===== config.mk =====
export PLATFORM = sky130hd
export DESIGN_NAME = mult_hilo_ctrl_flat
export DESIGN_NICKNAME = d
export VERILOG_FILES = /design/src/rtl/mult_hilo_ctrl_if.sv /design/src/rtl/mult_hilo_ctrl.sv /design/src/flat_wrapper.sv
export SDC_FILE = /design/constraint.sdc
export NUM_CORES = 1
export LEC_CHECK = 0
export CAP_MARGIN = 20
export CORE_UTILIZATION = 37
export CTS_CLUSTER_SIZE = 12
export DETAILED_ROUTE_END_ITERATION = 8
export HOLD_SLACK_MARGIN = 0.05
export PLACE_DENSITY = 0.76
export SYNTH_ARGS = -nofsm -noshare
export SYNTH_HDL_FRONTEND = slang
export SYNTH_SLANG_ARGS = --single-unit

===== constraint.sdc =====
create_clock -name clk -period 1.5 [get_ports clk]
set_input_delay 0.3 -clock clk [delete_from_list [all_inputs] [get_ports clk]]
set_output_delay 0.3 -clock clk [all_outputs]
set_load 0.02 [all_outputs]

===== src/rtl/mult_hilo_ctrl_if.sv =====
// Controller <-> shared Booth multiplier link: registered operands and launch pulse out,
// completion and product back.
interface mult_hilo_ctrl_if #(
  parameter int WIDTH = 16
);
  logic [WIDTH-1:0]   booth_a;
  logic [WIDTH-1:0]   booth_b;
  logic               booth_start;
  logic               booth_ready;
  logic [2*WIDTH-1:0] booth_result;

  modport master (
    output booth_a, booth_b, booth_start,
    input  booth_ready, booth_result
  );

  modport slave (
    input  booth_a, booth_b, booth_start,
    output booth_ready, booth_result
  );
endinterface


===== src/rtl/mult_hilo_ctrl.sv =====
// MULT sequencer for the MIPS core: launches the shared Booth multiplier, captures the
// product into HI/LO, serves MFHI/MFLO and stalls the front end while a multiply is in flight.
module mult_hilo_ctrl #(
  parameter int WIDTH   = 16,
  parameter int TIMEOUT = 64
) (
  input  logic             clk,
  input  logic             rst_n,
  input  logic             mult_req,
  input  logic [WIDTH-1:0] op_a,
  input  logic [WIDTH-1:0] op_b,
  input  logic             mfhi_req,
  input  logic             mflo_req,
  output logic [WIDTH-1:0] rd_data,
  output logic             stall,
  output logic [WIDTH-1:0] hi,
  output logic [WIDTH-1:0] lo,
  output logic             busy,
  output logic             done,
  output logic             err,
  mult_hilo_ctrl_if.master booth
);

  localparam int              CW      = (TIMEOUT > 2) ? $clog2(TIMEOUT) : 1;
  localparam logic [CW-1:0]   CNT_MAX = CW'(TIMEOUT - 1);

  typedef enum logic [1:0] {
    IDLE  = 2'd0,
    START = 2'd1,
    WAIT  = 2'd2
  } state_t;

  state_t           state, state_n;
  logic [CW-1:0]    cnt, cnt_n;
  logic [WIDTH-1:0] a_n, b_n, hi_n, lo_n;
  logic             start_n, done_n, err_n;
  logic             ready_q;
  logic             rdy_rise;

  // Edge-qualified completion: a ready level left high by the previous op must not
  // complete the next one.
  assign rdy_rise = booth.booth_ready & ~ready_q;

  always_ff @(posedge clk or negedge rst_n) begin
    if (!rst_n) begin
      state             <= IDLE;
      cnt               <= '0;
      ready_q           <= 1'b0;
      hi                <= '0;
      lo                <= '0;
      done              <= 1'b0;
      err               <= 1'b0;
      booth.booth_a     <= '0;
      booth.booth_b     <= '0;
      booth.booth_start <= 1'b0;
    end else begin
      state             <= state_n;
      cnt               <= cnt_n;
      ready_q           <= booth.booth_ready;
      hi                <= hi_n;
      lo                <= lo_n;
      done              <= done_n;
      err               <= err_n;
      booth.booth_a     <= a_n;
      booth.booth_b     <= b_n;
      booth.booth_start <= start_n;
    end
  end

  always_comb begin
    state_n = state;
    cnt_n   = cnt;
    a_n     = booth.booth_a;
    b_n     = booth.booth_b;
    hi_n    = hi;
    lo_n    = lo;
    start_n = 1'b0;
    done_n  = 1'b0;
    err_n   = err;
    unique case (state)
      IDLE: begin
        if (mult_req) begin
          a_n     = op_a;
          b_n     = op_b;
          start_n = 1'b1;
          state_n = START;
        end
      end
      START: begin
        cnt_n   = '0;
        state_n = WAIT;
      end
      WAIT: begin
        // Completion takes priority over a timeout landing in the same cycle.
        if (rdy_rise) begin
          hi_n    = booth.booth_result[2*WIDTH-1:WIDTH];
          lo_n    = booth.booth_result[WIDTH-1:0];
          done_n  = 1'b1;
          state_n = IDLE;
        end else if (cnt == CNT_MAX) begin
          err_n   = 1'b1;
          state_n = IDLE;
        end else begin
          cnt_n = cnt + CW'(1);
        end
      end
      default: state_n = IDLE;
    endcase
  end

  assign busy    = (state != IDLE);
  assign stall   = busy & (mult_req | mfhi_req | mflo_req);
  assign rd_data = mfhi_req ? hi : (mflo_req ? lo : '0);

endmodule


===== src/flat_wrapper.sv =====
// flat-port wrapper written by rule: the top's interface ports become plain ports
module mult_hilo_ctrl_flat 
#(
  parameter int WIDTH   = 16,
  parameter int TIMEOUT = 64
)
  (clk, rst_n, mult_req, op_a, op_b, mfhi_req, mflo_req, rd_data, stall, hi, lo, busy, done, err, booth_booth_a, booth_booth_b, booth_booth_start, booth_booth_ready, booth_booth_result);
  mult_hilo_ctrl_if #(.WIDTH(WIDTH)) booth_i ();
  input  logic clk;
  input  logic rst_n;
  input  logic mult_req;
  input  logic [WIDTH-1:0] op_a;
  input  logic [WIDTH-1:0] op_b;
  input  logic mfhi_req;
  input  logic mflo_req;
  output logic [WIDTH-1:0] rd_data;
  output logic stall;
  output logic [WIDTH-1:0] hi;
  output logic [WIDTH-1:0] lo;
  output logic busy;
  output logic done;
  output logic err;
  output wire logic [$bits(booth_i.booth_a)-1:0] booth_booth_a;
  output wire logic [$bits(booth_i.booth_b)-1:0] booth_booth_b;
  output wire logic [$bits(booth_i.booth_start)-1:0] booth_booth_start;
  input wire logic [$bits(booth_i.booth_ready)-1:0] booth_booth_ready;
  input wire logic [$bits(booth_i.booth_result)-1:0] booth_booth_result;
  assign booth_booth_a = booth_i.booth_a;
  assign booth_booth_b = booth_i.booth_b;
  assign booth_booth_start = booth_i.booth_start;
  assign booth_i.booth_ready = booth_booth_ready;
  assign booth_i.booth_result = booth_booth_result;
  mult_hilo_ctrl #(.WIDTH(WIDTH), .TIMEOUT(TIMEOUT)) u_core (.clk(clk), .rst_n(rst_n), .mult_req(mult_req), .op_a(op_a), .op_b(op_b), .mfhi_req(mfhi_req), .mflo_req(mflo_req), .rd_data(rd_data), .stall(stall), .hi(hi), .lo(lo), .busy(busy), .done(done), .err(err), .booth(booth_i));
endmodule

==> qor.csv <==
metric,value,unit
leak pwr,2.85,nW
flop2flop setup slack,-0.08,ns
Final Hold Slack,0.414,ns
worst IR drop on VDD,0.00112,V
Root Buffer,clkbuf_8,
clock skew,0.0136,ns
Critical Path Most Common Cell,buf_6,
Worst-Margin Slew,0.374,ns
Post-Syn Area,3180,um^2
first-pass iteration count of the detailed router,4,
global route overflow,0,
die area,8980,um^2
"Data required, critical path",1.20,ns
Rel. slew slack,75.1,%
post-synthesis register bit count,76,
layout cells sized above 1,35.1,%
pins over their slew limit,0,
clk sinks,76,
FP Rows,33,
critical path's slowest cell,dfrtp_1,
Crit. End Element,primary output,
post-synthesis sequential area ratio,59.7,%
period utilization,106,%
RSZ-0062 raised after global routing,true,
Initial Utilization,38.5,%
CTS Buf Count,9,
starting DRC count in detailed routing,115,
die width,94.8,um
Syn Area/Cell,11.1,um^2
reg-to-reg critical path startpoint,u_core.state[0],
"slowest stage delay, CP",0.39,ns
cell breakdown of the critical path,inv_2 -> buf_6 -> ha_4 -> nor2_4 -> buf_6,
Final GP Congestion,0.806,
Post-synth EDFFs,0,
crit path time final,1.59,ns
"Hold Vio Cnt, Final",0,
first-pass GRT wire length,14200,um
post-DP HPWL,6670,um
failing checks,negative setup slack,
Mapped Cells,288,
clock buffer depth,2,
"top cells by area, synth","dfrtp_1 (60%), nand2_1 (12%), mux2_2 (11%), a22o_1 (4.1%), ha_1 (2.0%)",
asr flop ratio synth,100,%
Most used DFF post-synth,dfrtp_1,
CP Buf/Inv Count,3,
core area,8260,um^2
H-tree levels,3,
most frequent cells after synthesis,"nand2_1 (104), dfrtp_1 (76), mux2_2 (32), a22o_1 (15), buf_2 (9)",
hold crit path type,input port to asynchronous set/reset pin,
cell depth of the worst setup path,5,
CP Class,register to primary output,
Power Total,0.0114,W
via count,2938,
Overall Global Routing Usage,20.9,%
Final ANT Viol Nets,0,
Post-Syn Nets,363,
largest net degree at the start of global routing,34,
reg-to-reg endpoint,u_core.hi[7],
top-area cell type share of the netlist area,59.7,%
vias in the first global route,2948,
antenna violations before repair,0,
Post-Route WL,10100,um
Fillers,626,
Critical Path AT,1.29,ns
CP Launch Type,register,
Finish-stage setup viols,38,
dpl cells,572,
n_diodes,0,
clk slew on worst S/H paths,0.08,ns
cells on worst reg2reg path,8,
"Non-Filler Cell Area, Final",5670,um^2
Synth area leader,dfrtp_1,
P per Cell Area,2000,nW/um^2
setup slack after layout,-0.0937,ns
placed instance area,5120,um^2
status,"finished, violations left",
Fmax,627,MHz
Finished Layout Cells,601,
vias per inst,4.89,
final net count,567,
post-DR wirelength/cell,16.8,um
Port Buffers,154,
Max-Cap Viols,0,
most common cell in the netlist,nand2_1,
"CP delay by family, top",flip-flops,
CP Max Fanout,3,
CTS tree,yes,
distinct cell type count after synthesis,31,
I/O pin count,155,
Residual DRC,0,
synth warn,0,
Die Height,94.8,um
worst-skew pair later-pin latency,0.34,ns
Area Overhead vs Synth,78.1,%
[how the worst max path moves through the flow]
stage	from	endpoint
finish	u_core.state[0]	stall
global route	u_core.state[0]	u_core.hi[7]
CTS	u_core.state[0]	stall
detailed placement	mflo_req	rd_data[7]
global placement	mflo_req	rd_data[15]
floorplan	mfhi_req	rd_data[10]
[layout by cell type (no fill, tap or decap), types with 2 or more instances in the layout]
master,n
buf_4,37
o21ai_0,2
inv_1,4
bufinv_16,2
o211ai_1,2
dlygate4sd2_1,52
mux2_2,32
dfrtp_1,76
nand2_2,17
ha_4,2
buf_2,9
nand2_1,74
clkdlybuf4s50_1,66
clkbuf_2,8
o311ai_1,2
buf_6,13
nor2_4,2
nand2_4,13
mux2_4,2
nand3_1,5
inv_2,4
clkdlybuf4s15_1,9
ha_1,3
clkbuf_8,11
clkbuf_16,6
a22o_1,15
buf_12,4
nand2b_1,2
[cell type report]
| cell class | count | area [um^2] | share of cell area (%) |
|---|---|---|---|
| flip-flops and latches | 76 | 1900 | 33.6 |
| repair buffers | 206 | 1970 | 34.8 |
| clock buffers | 12 | 155 | 2.74 |
| multi-input cells | 191 | 1410 | 24.9 |
| inverters | 8 | 30.0 | 0.530 |
| clock inverters | 3 | 68.8 | 1.21 |
| well taps | 105 | 131 | 2.32 |
[registers in the layout (all words and copies together) (netlist names)]
signal / count
u_core.err: 1
u_core.done: 1
u_core.booth.booth_a: 16
u_core.lo: 16
u_core.state: 2
u_core.booth.booth_b: 16
u_core.hi: 16
u_core.booth.booth_start: 1
u_core.ready_q: 1
u_core.cnt: 6
[cells by family (layout without fill, tap and decap cells)]
kind of cell | count (synthesis) | after routing | synth area share [%]
adder cells (fa/ha/maj) | 5 | 5 | 1.97
flip-flops | 76 | 76 | 59.7
multiplexers | 34 | 34 | 12.0
AND/OR/NAND/NOR | 123 | 123 | 16.1
AO/OA/AOI/OAI | 29 | 29 | 7.35
buffers and inverters | 21 | 229 | 2.83
[stage by stage]
step	util [%]	worst slack, ns	setup TNS (ns)
2_1_floorplan	-	0.00486	0
3_3_place_gp	62.0	-0.744	-19.13
3_5_place_dp	62.0	-0.739	-21.16
4_1_cts	65.1	-0.0750	-0.818
5_1_grt	68.6	-0.168	-5.70
6_report	68.6	-0.0937	-2.12
[report_power, final]
part / switching, W / internal, W
combinational: 0.00314 / 0.00291
sequential: 0.000585 / 0.00297
clock: 0.000727 / 0.00103
[routing by layer]
metal	vias to the layer above	GRT usage, %	wire length [um]
met1	1425	24.5	4000
met5	-	0	0
met2	122	37.0	5330
li1	1373	-	-
met4	0	8.08	163
met3	18	4.83	608
[repair_timing]
item / in CTS / in global routing
hold endpoints to repair: 24 / 0
pin swaps: 6 / 24
gates resized for setup: 195 / 64
endpoints found under the setup margin: 96 / 98
gates cloned: 1 / 8
setup buffers: 5 / 0
hold buffers: 1 / 0
[worst register-to-register path: stages (launching register included)]
cell	delay [ns]
dfrtp_1	0.41
inv_2	0.08
buf_6	0.10
ha_4	0.13
nand3b_1	0.22
inv_2	0.23
clkbuf_16	0.21
nand2_1	0.07
nand2_1	0.05
Note: power is estimated with default switching activity, not from simulation.
